--- src/rtl/vmem_fill_engine.sv ---
// vmem_fill_engine: memory-mapped rectangle fill sitting in front of the vmem
// write port. The CPU programs the origin, size and colour, then starts a fill.
// The engine streams one {y,x}-addressed write per cycle. CPU writes always
// take the port, and the engine simply holds its position while they do.
module vmem_fill_engine #(
    parameter int SCR_W = 240,
    parameter int SCR_H = 240
) (
    input  logic        clk_i,
    input  logic        rst_ni,
    input  logic        cfg_we_i,
    input  logic [3:0]  cfg_addr_i,
    input  logic [31:0] cfg_wdata_i,
    output logic [31:0] cfg_rdata_o,
    input  logic        cpu_vmem_we_i,
    input  logic [15:0] cpu_vmem_addr_i,
    input  logic [2:0]  cpu_vmem_wdata_i,
    output logic        vmem_we_o,
    output logic [15:0] vmem_addr_o,
    output logic [2:0]  vmem_wdata_o,
    output logic        busy_o
);

    localparam logic [0:0] ST_IDLE = 1'b0;
    localparam logic [0:0] ST_RUN  = 1'b1;

    localparam logic [8:0] SCR_W9 = 9'(SCR_W);
    localparam logic [8:0] SCR_H9 = 9'(SCR_H);

    // Clipped extent along one axis. The 9-bit width keeps org+len from wrapping.
    function automatic logic [8:0] clip_extent(input logic [7:0] org,
                                               input logic [7:0] len,
                                               input logic [8:0] lim);
        logic [8:0] room;
        room = lim - {1'b0, org};
        if ({1'b0, org} >= lim)
            return 9'd0;
        else if ({1'b0, len} < room)
            return {1'b0, len};
        else
            return room;
    endfunction

    logic [0:0] state;
    logic [7:0] x0, y0, w, h;
    logic [2:0] color;
    logic       done;
    logic [7:0] cur_x, cur_y, col_cnt, row_cnt, ew_m1;
    logic [2:0] color_lat;

    logic [8:0] ew_c, eh_c;
    logic       ctrl_hit, start_c, abort_c, eng_fire, last_c, run;
    logic       unused_wdata;

    assign ew_c     = clip_extent(x0, w, SCR_W9);
    assign eh_c     = clip_extent(y0, h, SCR_H9);
    assign run      = (state == ST_RUN);
    assign ctrl_hit = cfg_we_i && (cfg_addr_i == 4'h0);
    assign start_c  = ctrl_hit && cfg_wdata_i[0];
    assign abort_c  = ctrl_hit && cfg_wdata_i[1];
    assign eng_fire = run && !cpu_vmem_we_i;
    assign last_c   = eng_fire && (col_cnt == 8'd0) && (row_cnt == 8'd0);
    assign unused_wdata = &{1'b0, cfg_wdata_i[31:16]};

    // Config registers; frozen while a fill is in flight.
    always_ff @(posedge clk_i or negedge rst_ni) begin
        if (!rst_ni) begin
            x0    <= '0;
            y0    <= '0;
            w     <= '0;
            h     <= '0;
            color <= '0;
        end else if (cfg_we_i && !run) begin
            case (cfg_addr_i)
                4'h4: begin
                    x0 <= cfg_wdata_i[7:0];
                    y0 <= cfg_wdata_i[15:8];
                end
                4'h8: begin
                    w <= cfg_wdata_i[7:0];
                    h <= cfg_wdata_i[15:8];
                end
                4'hC: color <= cfg_wdata_i[2:0];
                default: ;
            endcase
        end
    end

    // Fill FSM: start/abort handling, raster walk and completion flag.
    always_ff @(posedge clk_i or negedge rst_ni) begin
        if (!rst_ni) begin
            state     <= ST_IDLE;
            done      <= 1'b0;
            cur_x     <= '0;
            cur_y     <= '0;
            col_cnt   <= '0;
            row_cnt   <= '0;
            ew_m1     <= '0;
            color_lat <= '0;
        end else begin
            case (state)
                ST_IDLE: begin
                    if (start_c) begin
                        if (ew_c == 9'd0 || eh_c == 9'd0) begin
                            done <= 1'b1;
                        end else begin
                            done      <= 1'b0;
                            cur_x     <= x0;
                            cur_y     <= y0;
                            col_cnt   <= 8'(ew_c - 9'd1);
                            ew_m1     <= 8'(ew_c - 9'd1);
                            row_cnt   <= 8'(eh_c - 9'd1);
                            color_lat <= color;
                            state     <= ST_RUN;
                        end
                    end
                end
                default: begin
                    if (abort_c) begin
                        state <= ST_IDLE;
                        done  <= 1'b0;
                    end else if (last_c) begin
                        state <= ST_IDLE;
                        done  <= 1'b1;
                    end else if (eng_fire) begin
                        if (col_cnt == 8'd0) begin
                            cur_x   <= x0;
                            cur_y   <= cur_y + 8'd1;
                            col_cnt <= ew_m1;
                            row_cnt <= row_cnt - 8'd1;
                        end else begin
                            cur_x   <= cur_x + 8'd1;
                            col_cnt <= col_cnt - 8'd1;
                        end
                    end
                end
            endcase
        end
    end

    // Registered readback, refreshed every cycle from the presented offset.
    always_ff @(posedge clk_i or negedge rst_ni) begin
        if (!rst_ni) begin
            cfg_rdata_o <= '0;
        end else begin
            case (cfg_addr_i)
                4'h0:    cfg_rdata_o <= {30'd0, done, run};
                4'h4:    cfg_rdata_o <= {16'd0, y0, x0};
                4'h8:    cfg_rdata_o <= {16'd0, h, w};
                4'hC:    cfg_rdata_o <= {29'd0, color};
                default: cfg_rdata_o <= '0;
            endcase
        end
    end

    // Write port mux: the engine drives it only when running and the CPU is quiet.
    always_comb begin
        vmem_we_o    = cpu_vmem_we_i | eng_fire;
        vmem_addr_o  = cpu_vmem_addr_i;
        vmem_wdata_o = cpu_vmem_wdata_i;
        if (eng_fire) begin
            vmem_addr_o  = {cur_y, cur_x};
            vmem_wdata_o = color_lat;
        end
    end

    assign busy_o = run;

endmodule

--- config.mk ---
export PLATFORM = sky130hd
export DESIGN_NAME = vmem_fill_engine
export DESIGN_NICKNAME = d
export VERILOG_FILES = /design/src/rtl/vmem_fill_engine.sv
export SDC_FILE = /design/constraint.sdc
export NUM_CORES = 1
export LEC_CHECK = 0
export ABC_AREA = 0
export BUFFER_PORTS_ARGS = -buffer_cell sky130_fd_sc_hd__buf_2
export CAP_MARGIN = 40
export CORE_ASPECT_RATIO = 0.7
export CORE_UTILIZATION = 55
export DETAILED_ROUTE_END_ITERATION = 10
export PLACE_DENSITY = 0.79
export REMOVE_ABC_BUFFERS = 1
export SLEW_MARGIN = 15
export SYNTH_ARGS = -nofsm -noshare
export SYNTH_HDL_FRONTEND = slang
export SYNTH_SLANG_ARGS = --single-unit
--- constraint.sdc ---
create_clock -name clk_i -period 11 [get_ports clk_i]
set_input_delay 3.3 -clock clk_i [delete_from_list [all_inputs] [get_ports clk_i]]
set_output_delay 3.3 -clock clk_i [all_outputs]
set_load 0.1 [all_outputs]
==> qor.csv <==
stage;metric;value;unit
run_status;status;completed;
drt;antenna_left;0;
synthesis;syn_inst;670;
finish;syn_to_final_growth;11.7;%
timing;setup_ws;2.89;ns
timing;drv_slew;0;
power_and_ir_drop;p_sw_frac;0.490;
clock_network;ctsResizeCount;0;
timing;rsz0062_at_grt;false;
setup_path;r2r_end;col_cnt[7];
synthesis;ys_types;72;
power_and_ir_drop;p_comb_frac;0.524;
global_route;grt_overflow;0;
synthesis;mappedNetlistArea;6210;um^2
floorplan;initial_core_util;0.564;
placed_design;placed_area;6620;um^2
clock_network;cts-root-buf;clkbuf_16;
global_route;grt_first_pass_wirelength;26700;um
finish;antennaDiodeCount;0;
synthesis;synth_edf_count;0;
setup_path;worst_setup_path_start_kind;input pin;
synthesis;async_flop_share;1.00;
floorplan;ioPinCount;112;
power_and_ir_drop;intPower;0.997;mW
setup_path;crit_start;cpu_vmem_we_i;
timing;hold_violations;0;
clock_network;cts_htree_levels;3;
finish;layoutNonFillerInstCount;885;
finish;final_util;0.630;
placed_design;place_inst;868;
synthesis;synth.area.top_cells;dfrtp_1 39%, mux2_2 10%, ha_1 4.4%;
clock_network;cts_hold_buf;0;
timing;whs;0.480;ns
setup_path;critPathSlowestCell;nand2b_1;
setup_path;reg2reg_from;x0[0];
setup_path;endpoint_kind;output port;
synthesis;synthFlopType;dfrtp_1;
power_and_ir_drop;pwr-share-seq;0.317;
setup_path;critPathKind;input pin to output port;
timing;finalSetupViolations;0;
synthesis;ys_seq_elements;96;
synthesis;synth_area_per_cell;9.26;um^2
placed_design;portBuffers;79;
drt;drt_iter0_drc;481;
placed_design;preCtsSetupSlack;2.90;ns
power_and_ir_drop;finalPower;1.95;mW
synthesis;yosysWarnings;0;
drt;vias_per_cell;6.16;
drt;num_vias;5454;
power_and_ir_drop;leakagePower;3.26;nW
timing;worstMarginPinSlew;0.759;ns
power_and_ir_drop;p_per_area;282;nW/um^2
synthesis;yosys.area.top_type;dfrtp_1;
floorplan;die_h;90.9;um
power_and_ir_drop;clkPwrFrac;0.159;
clock_network;clkTransAtPathRegs;0.07;ns
drt;finalWirelength;16200;um
timing;tns;0;ns
floorplan;coreArea;11000;um^2
timing;max_freq;123;MHz
setup_path;worstRegToRegCells;20;
power_and_ir_drop;ir_worst_vdd;0.111;mV
clock_network;cts_buffer_depth;2;
global_route;track_usage;0.295;
synthesis;ys_seq_area_frac;0.387;
clock_network;clkLatencyLatePin;0.35;ns
floorplan;dieArea;11700;um^2
clock_network;cts_buffers;9;
clock_network;cts_setup_buffers;0;
placed_design;dp_hpwl;11800;um
global_route;grt_pass1_vias;4971;
clock_network;cts_tree;yes;
floorplan;die_x;129;um
timing;fin_skew;0.00744;ns
setup_path;crit_end;vmem_addr_o[12];
setup_path;crit_chain;buf_2, nand2b_1, buf_4, mux2_2, buf_2;
setup_path;cp.required;7.70;ns
setup_path;max_stage_delay;0.40;ns
setup_path;r2r_slack;5.49;ns
drt;drc;0;
drt;dr.pass1.iters;5;
run;drv_cap;0;
placed_design;place_congestion;0.949;
setup_path;arrival;4.81;ns
floorplan;num_rows;32;
drt;wire_per_inst;18.3;um
finish;fin_nets;808;
clock_network;cts.sinks;96;
global_route;antenna_found_initial;0;
timing;fin_crit_sh;0.737;
timing;min_period;8.11;ns
global_route;grt_start_max_net_pins;67;
setup_path;cpMostUsedCell;buf_2;
timing;relSlewSlack;0.481;
setup_path;cp_max_fo;18;
synthesis;synth_top_area_frac;0.387;
power_and_ir_drop;switchingPower;0.956;mW
finish;final_cell_area;6930;um^2
worst_hold_path;hold_class;flop to flop;
finish;drive_above_1_share;0.243;
-- synthesized netlist by cell type (5+ instances only) --
cell type	instances
dfrtp_1	96
nor2_1	59
mux2_2	55
nand2_1	51
o21ai_0	49
a21oi_1	42
clkbuf_1	28
inv_1	23
ha_1	22
a22oi_1	16
buf_4	16
nand3_1	15
nor3_1	13
xor2_1	11
a21o_1	10
and3_1	10
nor4_1	9
a221oi_1	8
a31oi_1	8
xnor2_1	8
buf_2	6
nand2b_1	6
or4_1	6
and2_1	5
mux2i_1	5
o21a_1	5
o31ai_1	5
-- sequential cells by signal, indices dropped and copies added, names as in the netlist --
name and cells:
color 3, ew_m1 8, color_lat 3, w 8, x0 8, done 1
y0 8, cfg_rdata_o 16, busy_o 1, cur_y 8, col_cnt 8, row_cnt 8
h 8, cur_x 8
-- cells in the final DEF, fill, tap and decap left out, types with 8 or more instances in the layout --
cell and instances:
ha_1 22, a21oi_1 42, xor2_1 11, buf_2 78
o21ai_0 49, a221oi_1 8, nand3_1 15, clkbuf_16 9
a22oi_1 16, conb_1 16, nor3_1 13, xnor2_1 8
a21o_1 10, mux2_2 55, and3_1 10, dfrtp_1 96
nand2_1 51, inv_1 23, a31oi_1 8, nor4_1 9
nor2_1 59
-- cell type report --
class	count	area, um^2
Fill cell	932	4080
Inverter	23	86.3
Clock buffer	10	229
Multi-Input combinational cell	510	3480
Timing Repair Buffer	87	489
Tap cell	153	191
Sequential cell	96	2400
Clock inverter	6	55.1
-- logic make-up (layout without fill, tap and decap cells) --
family | after synthesis | in the layout | share of synthesized area
DFF | 96 | 96 | 0.387
muxes | 65 | 65 | 0.121
and+or+nand+nor | 199 | 199 | 0.156
buffers and inverters | 79 | 126 | 0.0615
adders and majority gates | 22 | 22 | 0.0444
xor gates and xnor gates | 19 | 19 | 0.0268
other | 1 | 16 | 0.000604
AOI/OAI and AO/OA | 189 | 189 | 0.203
-- power by group through the flow --
stage | Clock [mW] | Sequential (mW) | Combinational [mW]
after floorplan | 0 | 0.606 | 0.768
after CTS | 0.313 | 0.613 | 1.01
after detailed placement | 0 | 0.618 | 1.00
after global routing | 0.326 | 0.636 | 1.13
after global placement | 0 | 0.610 | 0.975
final | 0.310 | 0.619 | 1.02
-- per-layer routing --
| metal | wire, um | GRT usage | up-vias |
|---|---|---|---|
| met5 | 0 | 0 | - |
| met4 | 159 | 0.0647 | 0 |
| met3 | 1420 | 0.0592 | 13 |
| met2 | 6770 | 0.406 | 242 |
| met1 | 7820 | 0.469 | 2663 |
| li1 | - | - | 2536 |
-- worst max-delay path, delay by kind of cell --
kind	cells	cell delay, ns
buf+inv	3	0.73
simple gates	1	0.40
mux	1	0.37
-- worst min-delay path by stage --
stage / start / end / cells after the start
6_report: ew_m1[4] / ew_m1[4] / 1
3_5_place_dp: ew_m1[4] / ew_m1[4] / 1
5_1_grt: ew_m1[1] / ew_m1[1] / 2
2_1_floorplan: ew_m1[6] / ew_m1[6] / 1
4_1_cts: ew_m1[4] / ew_m1[4] / 1
3_3_place_gp: ew_m1[4] / ew_m1[4] / 1
Note: power is estimated with default switching activity, not from simulation.
